===== config.mk =====
export PLATFORM = sky130hd
export DESIGN_NAME = dmem_ctrl_flat
export DESIGN_NICKNAME = d
export VERILOG_FILES = /design/src/rtl/dmem_ctrl_if.sv /design/src/rtl/dmem_ctrl.sv /design/src/flat_wrapper.sv
export SDC_FILE = /design/constraint.sdc
export NUM_CORES = 2
export LEC_CHECK = 0
export CORE_MARGIN = 10
export CORE_UTILIZATION = 55
export DETAILED_ROUTE_END_ITERATION = 8
export PLACE_DENSITY_LB_ADDON = 0.1
export SYNTH_ARGS = -nofsm -noshare
export SYNTH_HDL_FRONTEND = slang
export SYNTH_SLANG_ARGS = --single-unit

===== constraint.sdc =====
create_clock -name clock -period 6.6 [get_ports clock]
set_input_delay 1.32 -clock clock [delete_from_list [all_inputs] [get_ports clock]]
set_output_delay 1.32 -clock clock [all_outputs]
set_load 0.02 [all_outputs]

===== src/rtl/dmem_ctrl_if.sv =====
// dmem_ctrl_if
// Request/response bus between the load/store stage and the data memory.
//   req_valid/req_ready : request handshake, accepted when both are high
//   req_wr              : 1 = store, 0 = load
//   req_addr            : byte address
//   req_wdata/req_be    : store data and per-byte enables
//   rsp_valid           : one-cycle response pulse
//   rsp_rdata/rsp_err   : load data (0 for stores/errors) and error flag
// master = requester (core), slave = memory.
interface dmem_ctrl_if #(
  parameter int ADDR_W = 32,
  parameter int DATA_W = 32
);
  localparam int BE_W = DATA_W / 8;

  logic              req_valid;
  logic              req_ready;
  logic              req_wr;
  logic [ADDR_W-1:0] req_addr;
  logic [DATA_W-1:0] req_wdata;
  logic [BE_W-1:0]   req_be;
  logic              rsp_valid;
  logic [DATA_W-1:0] rsp_rdata;
  logic              rsp_err;

  modport master (
    output req_valid, req_wr, req_addr, req_wdata, req_be,
    input  req_ready, rsp_valid, rsp_rdata, rsp_err
  );

  modport slave (
    input  req_valid, req_wr, req_addr, req_wdata, req_be,
    output req_ready, rsp_valid, rsp_rdata, rsp_err
  );
endinterface


===== src/rtl/dmem_ctrl.sv =====
// dmem_ctrl
// Word-addressed data memory for the load/store stage with a valid/ready
// request port, registered one-cycle responses, byte enables, an error
// response for misaligned or out-of-range accesses, and a multi-cycle zero
// sweep that runs after reset and on demand.
// Ports:
//   clock  : single rising-edge clock
//   reset  : synchronous, active-high; restarts the sweep at word 0
//   clear  : request a full zero sweep (honoured only while running)
//   bus    : dmem_ctrl_if slave port (request/response handshake)
//   busy   : a sweep is in progress (inverse of req_ready)
//   debug  : low DBG_BITS of words 0..DBG_WORDS-1, word 0 in the LSBs
module dmem_ctrl #(
  parameter int DEPTH     = 128,
  parameter int DATA_W    = 32,
  parameter int ADDR_W    = 32,
  parameter int DBG_WORDS = 8,
  parameter int DBG_BITS  = 4
) (
  input  logic                          clock,
  input  logic                          reset,
  input  logic                          clear,
  dmem_ctrl_if.slave                    bus,
  output logic                          busy,
  output logic [DBG_WORDS*DBG_BITS-1:0] debug
);

  localparam int BE_W  = DATA_W / 8;
  localparam int OFF_W = $clog2(BE_W);
  localparam int IDX_W = (DEPTH > 1) ? $clog2(DEPTH) : 1;

  typedef enum logic {CLEAR, RUN} state_t;

  state_t            state, state_nx;
  logic [IDX_W-1:0]  idx, idx_nx;

  logic              rdy;
  logic              sweep_we;

  logic [DATA_W-1:0] mem [DEPTH];

  logic [ADDR_W-1:0] word;
  logic [IDX_W-1:0]  widx;
  logic              err;
  logic              acc;
  logic              st_we;

  logic              rsp_vld_p1;
  logic              rsp_err_p1;
  logic [DATA_W-1:0] rsp_rdata_p1;

  // State register: sweep index travels with the state.
  always_ff @(posedge clock) begin
    if (reset) begin
      state <= CLEAR;
      idx   <= '0;
    end else begin
      state <= state_nx;
      idx   <= idx_nx;
    end
  end

  // Next-state logic. A clear seen during a sweep is ignored so the sweep is
  // never extended; the last word is written in the cycle that leaves CLEAR.
  always_comb begin
    state_nx = state;
    idx_nx   = idx;
    case (state)
      CLEAR: begin
        idx_nx = idx + 1'b1;
        if (idx == IDX_W'(DEPTH - 1)) begin
          state_nx = RUN;
          idx_nx   = '0;
        end
      end
      RUN: begin
        if (clear) begin
          state_nx = CLEAR;
          idx_nx   = '0;
        end
      end
      default: begin
        state_nx = CLEAR;
        idx_nx   = '0;
      end
    endcase
  end

  // Output logic: ready depends on state alone.
  always_comb begin
    rdy      = (state == RUN);
    busy     = (state == CLEAR);
    sweep_we = (state == CLEAR) && !reset;
  end

  assign bus.req_ready = rdy;

  // Address decode. The range check uses the full address width so high
  // address bits can never alias onto a valid word.
  always_comb begin
    word  = bus.req_addr >> OFF_W;
    widx  = word[IDX_W-1:0];
    err   = ((bus.req_addr & ADDR_W'(BE_W - 1)) != '0) ||
            (word >= ADDR_W'(DEPTH));
    acc   = bus.req_valid && rdy && !reset;
    st_we = acc && bus.req_wr && !err;
  end

  // Storage has no reset; the sweep is what zeroes it.
  always_ff @(posedge clock) begin
    if (sweep_we) begin
      mem[idx] <= '0;
    end else if (st_we) begin
      for (int b = 0; b < BE_W; b++) begin
        if (bus.req_be[b]) mem[widx][8*b +: 8] <= bus.req_wdata[8*b +: 8];
      end
    end
  end

  // Response stage p1. Data is cleared on reset too so the bus reads 0
  // whenever no response is valid.
  always_ff @(posedge clock) begin
    if (reset) begin
      rsp_vld_p1   <= 1'b0;
      rsp_err_p1   <= 1'b0;
      rsp_rdata_p1 <= '0;
    end else begin
      rsp_vld_p1   <= acc;
      rsp_err_p1   <= acc && err;
      rsp_rdata_p1 <= (acc && !bus.req_wr && !err) ? mem[widx] : '0;
    end
  end

  assign bus.rsp_valid = rsp_vld_p1;
  assign bus.rsp_err   = rsp_err_p1;
  assign bus.rsp_rdata = rsp_rdata_p1;

  always_comb begin
    debug = '0;
    for (int i = 0; i < DBG_WORDS; i++) begin
      debug[i*DBG_BITS +: DBG_BITS] = mem[i][DBG_BITS-1:0];
    end
  end

endmodule


===== src/flat_wrapper.sv =====
// flat-port wrapper written by rule: the top's interface ports become plain ports
module dmem_ctrl_flat 
#(
  parameter int DEPTH     = 128,
  parameter int DATA_W    = 32,
  parameter int ADDR_W    = 32,
  parameter int DBG_WORDS = 8,
  parameter int DBG_BITS  = 4
)
  (clock, reset, clear, busy, debug, bus_req_valid, bus_req_wr, bus_req_addr, bus_req_wdata, bus_req_be, bus_req_ready, bus_rsp_valid, bus_rsp_rdata, bus_rsp_err);
  dmem_ctrl_if #(.ADDR_W(ADDR_W), .DATA_W(DATA_W)) bus_i ();
  input  logic clock;
  input  logic reset;
  input  logic clear;
  output logic busy;
  output logic [DBG_WORDS*DBG_BITS-1:0] debug;
  input wire logic [$bits(bus_i.req_valid)-1:0] bus_req_valid;
  input wire logic [$bits(bus_i.req_wr)-1:0] bus_req_wr;
  input wire logic [$bits(bus_i.req_addr)-1:0] bus_req_addr;
  input wire logic [$bits(bus_i.req_wdata)-1:0] bus_req_wdata;
  input wire logic [$bits(bus_i.req_be)-1:0] bus_req_be;
  output wire logic [$bits(bus_i.req_ready)-1:0] bus_req_ready;
  output wire logic [$bits(bus_i.rsp_valid)-1:0] bus_rsp_valid;
  output wire logic [$bits(bus_i.rsp_rdata)-1:0] bus_rsp_rdata;
  output wire logic [$bits(bus_i.rsp_err)-1:0] bus_rsp_err;
  assign bus_i.req_valid = bus_req_valid;
  assign bus_i.req_wr = bus_req_wr;
  assign bus_i.req_addr = bus_req_addr;
  assign bus_i.req_wdata = bus_req_wdata;
  assign bus_i.req_be = bus_req_be;
  assign bus_req_ready = bus_i.req_ready;
  assign bus_rsp_valid = bus_i.rsp_valid;
  assign bus_rsp_rdata = bus_i.rsp_rdata;
  assign bus_rsp_err = bus_i.rsp_err;
  dmem_ctrl #(.DEPTH(DEPTH), .DATA_W(DATA_W), .ADDR_W(ADDR_W), .DBG_WORDS(DBG_WORDS), .DBG_BITS(DBG_BITS)) u_core (.clock(clock), .reset(reset), .clear(clear), .bus(bus_i), .busy(busy), .debug(debug));
endmodule

==> results.yml <==
clock_network:
  postCtsSetupRepairBufs: 0
  clock_latency_ns: 0.96
  cts_buffer_depth: 4
  cts_tree: "done"
  cts.clk_slew.worst_paths_ns: 0.06
  cts-htree-levels: 5
  cts_hold_buf: 0
  cts_buffers: 412
  clock-sinks: 4138
  cts-resized-gates: 0
  root_buffer: "clkbuf_16"
floorplanning:
  start_util: 0.553
  core_area_um2: 294000
  rows: 199
  die_h_um: 564
  die_x_um: 564
  io_pins: 141
  die_area_um2: 318000
synthesis:
  synth.cell_area_um2: 162000
  synth_common_cells: "edfxtp_1, mux2i_1, nor2_1"
  synth_nets: 8851
  yosys.area.top_type: "edfxtp_1"
  ys_types: 68
  synthCells: 8777
  synth_area_leaders: "edfxtp_1, mux2i_1, mux4_2"
  synth-seq-area-share: 0.762
  ys_ff_latch: 4138
  synthArstFlopShare: 0
  ys_warn_count: 0
  synth-edff-count: 4096
  syn_area_per_cell_um2: 18.5
  synth_most_common_cell: "edfxtp_1"
  synthFlopType: "edfxtp_1"
  synth.top_cell.area_share: 0.757
cells_and_area:
  syn_to_final_growth_pct: 13.0
  finalNonFillerCells: 13366
  fin_area_um2: 184000
  utilization: 0.624
  final_layout_size_suffix_gt1_frac: 0.167
  finalNetCount: 9153
placed_design:
  post-dp-hpwl_um: 288000
  dpl_worst_slack_ns: 0.783
  portBuffers: 140
  post_dp_cell_area_um2: 170000
  place_inst: 12584
  gp_congestion: 0.884
timing:
  tns_ns: 0
  fmax_mhz: 200
  timing.final.crit_share: 0.758
  hold_viol_final: 0
  fin_skew_ns: 0.0325
  rsz0062_at_grt: "false"
  min_period_ns: 5.01
  whs_ns: 0.651
  setup_viol: 0
  relSlewSlack: 0.129
  setup_ws_ns: 1.59
  slew_viol_final: 0
  worst_pin_slew_ns: 1.31
drt:
  post_drt_wl_per_cell_um: 34.6
  viasPerCell: 6.54
  num_vias: 87393
  firstDrtPassIters: 6
  drt-total-wl_um: 463000
  initialDrtViolationCount: 11687
  ant_nets: 0
  drcViolationCount: 0
global_routing:
  antenna_found_initial: 41
  overflow: 0
  grt_max_degree: 129
  grt_pass1_vias: 85593
  track_usage: 0.285
  grt_first_pass_wirelength_um: 649000
job:
  maxCapViolations: 0
worst_hold_path:
  hold_class: "flip-flop to flip-flop"
critical_path:
  path_class: "primary input to flip-flop"
  cp-start-kind: "primary input"
  crit_required_ns: 7.18
  arrival_ns: 5.59
  cp-end-kind: "flip-flop"
  critPathMaxFanout: 36
pwr:
  p_per_area_nw_per_um2: 298
  power_mw: 54.7
  leakage_nw: 62.9
  irDropWorstVdd_mv: 0.303
run_status:
  status: "finished clean"
cells by family (layout without fill, tap and decap cells):
kind of cell | count (synthesis) | after routing | share of synthesized area
multiplexers | 1657 | 1657 | 0.137
other | 0 | 25 | 0
AO/OA/AOI/OAI | 1137 | 1137 | 0.0480
AND/OR/NAND/NOR | 1228 | 1228 | 0.0337
buffers and inverters | 616 | 1261 | 0.0194
flip-flops | 4138 | 4138 | 0.762
adder cells (fa/ha/maj) | 1 | 1 | 0.0000770
routing by layer:
layer	track usage	share of wire	wire length (um)
met5	0	0.000089	41
met2	0.442	0.46	215000
met3	0.0585	0.097	45000
met4	0.103	0.040	18600
met1	0.407	0.40	184000
cells in the final DEF (no fill, tap or decap), types with 123 or more instances in the layout:
cell type | Yosys | routed
clkdlybuf4s50_1 | 0 | 133
edfxtp_1 | 4096 | 4096
nor3_1 | 140 | 138
mux2i_1 | 1200 | 1199
buf_4 | 101 | 287
nor2_1 | 562 | 550
clkbuf_16 | 0 | 419
mux4_2 | 448 | 448
o22ai_1 | 123 | 123
a21oi_1 | 220 | 216
nand3_1 | 167 | 165
nand2_1 | 222 | 218
a22oi_1 | 504 | 504
power breakdown:
part	total (mW)	leakage (nW)	internal, mW	switching, mW
registers	28.5	40.1	28.5	0.0178
logic	2.23	16.1	0.749	1.48
clock network	24.0	6.68	14.0	9.93
path summary, 6_finish.rpt:
check | startpoint | end | slack, ns | cells past startpoint
setup / recovery | bus_req_addr[1] | u_core.mem[27][18] | 1.59 | 9
hold / removal | u_core.idx[5] | u_core.idx[5] | 0.65 | 2
setup reg to reg | u_core.bus.req_ready | u_core.mem[27][18] | 1.87 | 9
hold reg to reg | u_core.idx[5] | u_core.idx[5] | 0.65 | 2
area by class of cell:
type                            instances  area, um2
Sequential cell                      4138     124000
Fill cell                           20468     110000
Multi-Input combinational cell       4023      36000
Clock buffer                          508      10900
Timing Repair Buffer                  497       5000
Tap cell                             3919       4900
Clock inverter                        249       2930
Antenna cell                           25       62.6
Inverter                                7       26.3
worst max-delay path, stage by stage:
cell,delay (ns)
clkdlybuf4s50_1,0.42
nor4_1,0.27
nand4_1,0.22
nor4_4,0.63
buf_4,0.64
a21oi_1,0.38
o21ai_2,1.09
buf_4,0.39
nor2_1,0.19
sequential cells by signal, indices dropped and copies added, names as in the netlist:
register / cells
u_core.bus.rsp_err: 1
u_core.bus.rsp_valid: 1
u_core.bus.req_ready: 1
u_core.idx: 7
u_core.bus.rsp_rdata: 32
u_core.mem: 4096
Power figures use the tool's default switching activity.
